### config.mk
export PLATFORM = sky130hd
export DESIGN_NAME = result_encoder
export DESIGN_NICKNAME = d
export VERILOG_FILES = /design/src/rtl/result_encoder.sv
export SDC_FILE = /design/constraint.sdc
export NUM_CORES = 1
export LEC_CHECK = 0
export BUFFER_PORTS_ARGS = -buffer_cell sky130_fd_sc_hd__buf_2
export CAP_MARGIN = 20
export CORE_MARGIN = 3
export CORE_UTILIZATION = 30
export CTS_BUF_LIST = sky130_fd_sc_hd__clkbuf_4
export DETAILED_ROUTE_END_ITERATION = 12
export GPL_ROUTABILITY_DRIVEN = 0
export SYNTH_ARGS = -nofsm -noshare
export SYNTH_HDL_FRONTEND = slang
export SYNTH_SLANG_ARGS = --single-unit
### constraint.sdc
create_clock -name clk -period 3.4 [get_ports clk]
set_clock_uncertainty 0.1 [all_clocks]
set_input_delay 0.34 -clock clk [delete_from_list [all_inputs] [get_ports clk]]
set_output_delay 0.34 -clock clk [all_outputs]
set_load 0.05 [all_outputs]
### src/rtl/result_encoder.sv
// ASCII result formatter for the UART calculator: serialises one ALU result as
// decimal (double-dabble), hex, "ERR" or "E", then a line ending. `ENC_CRLF_EN selects CR LF vs LF.
module result_encoder #(
  parameter int DATA_W     = 32,
  parameter int DEC_DIGITS = 10
) (
  input  logic              clk,
  input  logic              rst,
  input  logic              start,
  input  logic [DATA_W-1:0] result,
  input  logic [3:0]        dtype,
  input  logic              err,
  output logic              busy,
  output logic [7:0]        tx_data,
  output logic              tx_valid,
  input  logic              tx_ready,
  output logic              enc_done
);
  localparam int BW = 4*DEC_DIGITS;
  localparam int NH = DATA_W/4;
  localparam int IW = $clog2(DEC_DIGITS);
  localparam int HW = $clog2(NH);
  localparam int CW = $clog2(DATA_W);

  typedef enum logic [2:0] {S_IDLE, S_LOAD, S_CONV, S_EMIT, S_EOL, S_DONE} state_t;
  typedef enum logic [1:0] {M_DEC, M_HEX, M_ERR, M_BAD} mode_t;

  state_t            state_q, state_d;
  mode_t             mode_q;
  logic              sgn_q, neg_q, lead_q;
  logic [DATA_W-1:0] res_q, mag_q;
  logic [BW-1:0]     bcd_q, bcd_adj;
  logic [CW-1:0]     cnt_q;
  logic [IW-1:0]     dig_q, first_nz, cur_dig;
  logic [3:0]        bcd_dig [DEC_DIGITS];
  logic [3:0]        hex_nib [NH];
  logic [3:0]        dnib, hnib;
  logic              xfer, emit_last, eol_last;
  logic [7:0]        eol_byte;

  always_comb begin
    for (int i = 0; i < DEC_DIGITS; i++) begin
      bcd_dig[i] = bcd_q[4*i +: 4];
      bcd_adj[4*i +: 4] = (bcd_q[4*i +: 4] >= 4'd5) ? bcd_q[4*i +: 4] + 4'd3 : bcd_q[4*i +: 4];
    end
    for (int i = 0; i < NH; i++) hex_nib[i] = res_q[4*i +: 4];
  end

  // Highest nonzero digit; an all-zero value yields index 0 so "0" is printed.
  always_comb begin
    first_nz = '0;
    for (int i = 0; i < DEC_DIGITS; i++)
      if (bcd_dig[i] != 4'd0) first_nz = IW'(i);
  end

  assign cur_dig = lead_q ? first_nz : dig_q;
  assign dnib    = bcd_dig[cur_dig];
  assign hnib    = hex_nib[dig_q[HW-1:0]];
  assign xfer    = tx_valid && tx_ready;

  always_comb begin
    case (mode_q)
      M_DEC:   emit_last = !neg_q && (cur_dig == '0);
      M_HEX,
      M_ERR:   emit_last = (dig_q == '0);
      default: emit_last = 1'b1;
    endcase
  end

`ifdef ENC_CRLF_EN
  logic eol_q;
  assign eol_last = eol_q;
  assign eol_byte = eol_q ? 8'h0A : 8'h0D;
  always_ff @(posedge clk or posedge rst) begin
    if (rst)                          eol_q <= 1'b0;
    else if (state_q == S_LOAD)       eol_q <= 1'b0;
    else if (state_q == S_EOL && xfer) eol_q <= 1'b1;
  end
`else
  assign eol_last = 1'b1;
  assign eol_byte = 8'h0A;
`endif

  always_ff @(posedge clk or posedge rst) begin
    if (rst) state_q <= S_IDLE;
    else     state_q <= state_d;
  end

  always_comb begin
    state_d = state_q;
    case (state_q)
      S_IDLE:  if (start) state_d = S_LOAD;
      S_LOAD:  state_d = (mode_q == M_DEC) ? S_CONV : S_EMIT;
      S_CONV:  if (cnt_q == CW'(DATA_W-1)) state_d = S_EMIT;
      S_EMIT:  if (xfer && emit_last) state_d = S_EOL;
      S_EOL:   if (xfer && eol_last) state_d = S_DONE;
      S_DONE:  state_d = S_IDLE;
      default: state_d = S_IDLE;
    endcase
  end

  always_comb begin
    busy     = (state_q != S_IDLE);
    tx_valid = (state_q == S_EMIT) || (state_q == S_EOL);
    enc_done = (state_q == S_DONE);
    tx_data  = 8'h00;
    if (state_q == S_EMIT) begin
      case (mode_q)
        M_DEC:   tx_data = neg_q ? 8'h2D : 8'h30 + {4'h0, dnib};
        M_HEX:   tx_data = (hnib < 4'd10) ? 8'h30 + {4'h0, hnib} : 8'h37 + {4'h0, hnib};
        M_ERR:   tx_data = (dig_q == IW'(2)) ? 8'h45 : 8'h52;
        default: tx_data = 8'h45;
      endcase
    end else if (state_q == S_EOL) begin
      tx_data = eol_byte;
    end
  end

  always_ff @(posedge clk or posedge rst) begin
    if (rst) begin
      mode_q <= M_DEC;
      sgn_q  <= 1'b0;
      neg_q  <= 1'b0;
      lead_q <= 1'b0;
      res_q  <= '0;
      mag_q  <= '0;
      bcd_q  <= '0;
      cnt_q  <= '0;
      dig_q  <= '0;
    end else begin
      case (state_q)
        S_IDLE: if (start) begin
          res_q <= result;
          sgn_q <= (dtype == 4'h2);
          if (err)                               mode_q <= M_ERR;
          else if (dtype == 4'h1 || dtype == 4'h2) mode_q <= M_DEC;
          else if (dtype == 4'h3)                mode_q <= M_HEX;
          else                                   mode_q <= M_BAD;
        end
        S_LOAD: begin
          neg_q  <= (mode_q == M_DEC) && sgn_q && res_q[DATA_W-1];
          mag_q  <= (sgn_q && res_q[DATA_W-1]) ? -res_q : res_q;
          bcd_q  <= '0;
          cnt_q  <= '0;
          lead_q <= 1'b1;
          case (mode_q)
            M_HEX:   dig_q <= IW'(NH-1);
            M_ERR:   dig_q <= IW'(2);
            default: dig_q <= IW'(DEC_DIGITS-1);
          endcase
        end
        S_CONV: begin
          {bcd_q, mag_q} <= {bcd_adj[BW-2:0], mag_q, 1'b0};
          cnt_q          <= cnt_q + 1'b1;
        end
        S_EMIT: if (xfer) begin
          if (mode_q != M_DEC) dig_q <= dig_q - 1'b1;
          else if (neg_q)      neg_q <= 1'b0;
          else begin
            lead_q <= 1'b0;
            dig_q  <= cur_dig - 1'b1;
          end
        end
        default: ;
      endcase
    end
  end
endmodule

==> flow_summary.ini <==
[global_routing]
antenna_found_initial = 1
track_usage_pct = 15.58
grt_pass1_wl_um = 33530
grt_max_degree = 102
overflow = 0
grt_pass1_vias = 6417

[sta]
grt_setup_unrepaired = true
final_hold_viol_count = 0
max_freq_mhz = 283.6
tns_ps = -394.8
worst_pin_slew_ps = 776.2
period_needed_ps = 3526
slew_violations = 0
relSlewSlack_pct = 48.25
hold_slack_ps = 109.1
setup_viol = 4
period_share_pct = 103.7
fin_ws_ps = -126.3

[pwr]
p_leak_uw = 0.003914
peakVddDrop_v = 0.0004134
p_per_area_mw_per_mm2 = 854.3
power_uw = 7968

[cts]
htreeDepth = 4
tritoncts = built
cts-root-buf = clkbuf_4
cts.path.max_buffers = 2
worstSkewPairLatency_ps = 570
clkTransAtPathRegs_ps = 120
cts_sinks = 121
numCtsBuffers = 17

[drt]
drtPass1Iterations = 5
vias_per_cell = 5.308
routed_wl_um = 20270
ant_nets = 0
route.vias.total = 6608
dr.first_iter.drc_count = 449
wl_per_cell_um = 16.28
drc_errors = 0

[final_layout]
syn2layout_area_growth_pct = 24.01
fin_cells = 1245
fin_nets = 983
drive_gt1_share_pct = 24.57

[floorplan]
die_w_um = 164.3
die_h_um = 164.3
pin_count = 52
rows = 57
fp.coreArea_mm2 = 0.02446
dieArea_mm2 = 0.02701
initial_core_util_pct = 30.75

[min_path]
hp-class = input port to flop
worst_hold_startpoint = dtype[3]

[worst_setup_path]
r2r_start = bcd_q[20]
arrival_ps = 3090
crit_path_top_delay_cell = dfrtp_1
cp_max_fo = 6
start_kind = flop
end_kind = output port
crit_type = flop to output port
worstPathRequired_ps = 2960
crit_path_cell_trace = inv_2 -> ha_4 -> or3b_4 -> o211ai_1 -> a31o_4 -> nand2_2 -> mux2i_1 -> o211a_1 -> o31ai_2 -> buf_6
crit_start = bcd_q[12]
critPathMaxStageDelay_ps = 400

[status]
violations = negative setup slack
run_status = complete, but fails checks

[logic_synthesis]
synth_edf_count = 0
yosys_warnings = 0
netlist_area_mm2 = 0.007521
ys_seq_area_share_pct = 40.26
ys.flop_type = dfrtp_1
yosysTopAreaCellShare_pct = 40.26
synthesis.nets = 862
syn_avg_cell_area_um2 = 9.569
yosys-top-cells-count = dfrtp_1 (121), o21ai_0 (65), nand2_1 (56)
synth_area_leaders = dfrtp_1 (40%), ha_1 (5.8%), mux2_2 (4.5%)
synth_top_area_cell = dfrtp_1
synth_cell_types = 71
ys_async_sr_fraction_pct = 100.0
synth_most_common_cell = dfrtp_1
ys_seq_elements = 121
syn_inst = 786

[run]
cap_violations = 0

[placement]
dpl.hpwl_um = 13860
dp_cells = 1150
dp_slack_ps = 50.76
portBuffers = 50
==> flip-flops by register name (all words and copies together), names as in the netlist <==
name / count
res_q: 32
neg_q: 1
dig_q: 4
sgn_q: 1
mode_q: 2
lead_q: 1
mag_q: 32
state_q: 3
bcd_q: 40
cnt_q: 5
==> cell type report <==
class                      count  area (µm²)
antenna                        1       2.502
clock buffer                  17       127.6
clock inverter                15       148.9
fill                        2419       15140
inverter                      38       146.4
multi-input combinational    584        4344
sequential                   121        3030
tap                          324       405.4
timing repair buffer         145        1121
==> what timing repair did <==
action	CTS	global route
buffers inserted	16	8
pin swaps	9	10
gates cloned	1	0
endpoints found under the hold margin	56	0
hold buffers	38	0
resized for setup	43	13
endpoints found under the setup margin	6	7
==> cells by family (layout without fill, tap and decap cells) <==
family                     after synthesis  after routing  share of synthesized area, %
AOI/OAI and AO/OA                      263            263                         22.54
xor gates and xnor gates                47             47                         5.473
adders and majority gates               35             35                         5.823
buffers and inverters                   81            215                         4.226
DFF                                    121            121                         40.26
muxes                                   46             46                         7.952
other                                    1              2                       0.04986
and+or+nand+nor                        192            192                         13.67
==> worst max-delay path, delay by kind of cell, from the launching register on <==
| family | cells | cell delay [ps] |
|---|---|---|
| adder cells (fa/ha/maj) | 1 | 130 |
| AND/OR/NAND/NOR | 2 | 510 |
| multiplexers | 1 | 160 |
| AO/OA/AOI/OAI | 4 | 1030 |
| flip-flops | 1 | 400 |
| buffers and inverters | 2 | 290 |
==> per-layer routing <==
layer  share of wire, %  up-vias  track usage (%)
li1                   -     3142                -
met1                 47     3213            22.04
met2                 45      220            24.01
met3                6.0       33            2.547
met4                1.9        0            5.613
met5                  0        -                0
==> metrics by stage <==
stage / instance area [µm²] / util [%]
after detailed placement: 8290 / 33.89
after global routing: 9326 / 38.13
after floorplan: 7537 / -
after global placement: 8290 / 33.89
after CTS: 9201 / 37.61
final: 9326 / 38.13
==> report_power, final <==
part           internal [µW]  leakage [µW]  switching [µW]
combinational           1910       0.00222            2470
clock                    434      0.000144             598
sequential              1930       0.00155             631
==> final timing paths <==
check | slack [ps] | depth (start not counted) | to
worst max-delay path | -130 | 10 | tx_data[3]
min in group asynchronous | 240 | 3 | bcd_q[24]
worst min register to register | 390 | 1 | cnt_q[3]
worst min-delay path | 110 | 3 | sgn_q
worst max register to register | 460 | 14 | dig_q[1]
max in group asynchronous | 2030 | 4 | dig_q[1]
==> placed cells by master, fill, tap and decap left out, types with 10 or more instances in the layout <==
cell / synthesis / layout
nor2_1: 46 / 45
inv_1: 38 / 28
a21oi_1: 51 / 50
o21ai_1: 11 / 11
o21ai_0: 65 / 65
mux2_2: 30 / 30
xor2_1: 12 / 12
ha_1: 35 / 32
o22ai_1: 20 / 20
dlygate4sd3_1: 0 / 38
buf_4: 2 / 55
nand3_1: 16 / 14
clkbuf_4: 0 / 18
nand2b_1: 17 / 16
o31ai_1: 16 / 14
nand2_1: 56 / 54
buf_2: 5 / 44
a22oi_1: 29 / 29
xnor2_1: 35 / 35
dfrtp_1: 121 / 119
a32o_1: 11 / 10
(Power assumes the default switching activity.)
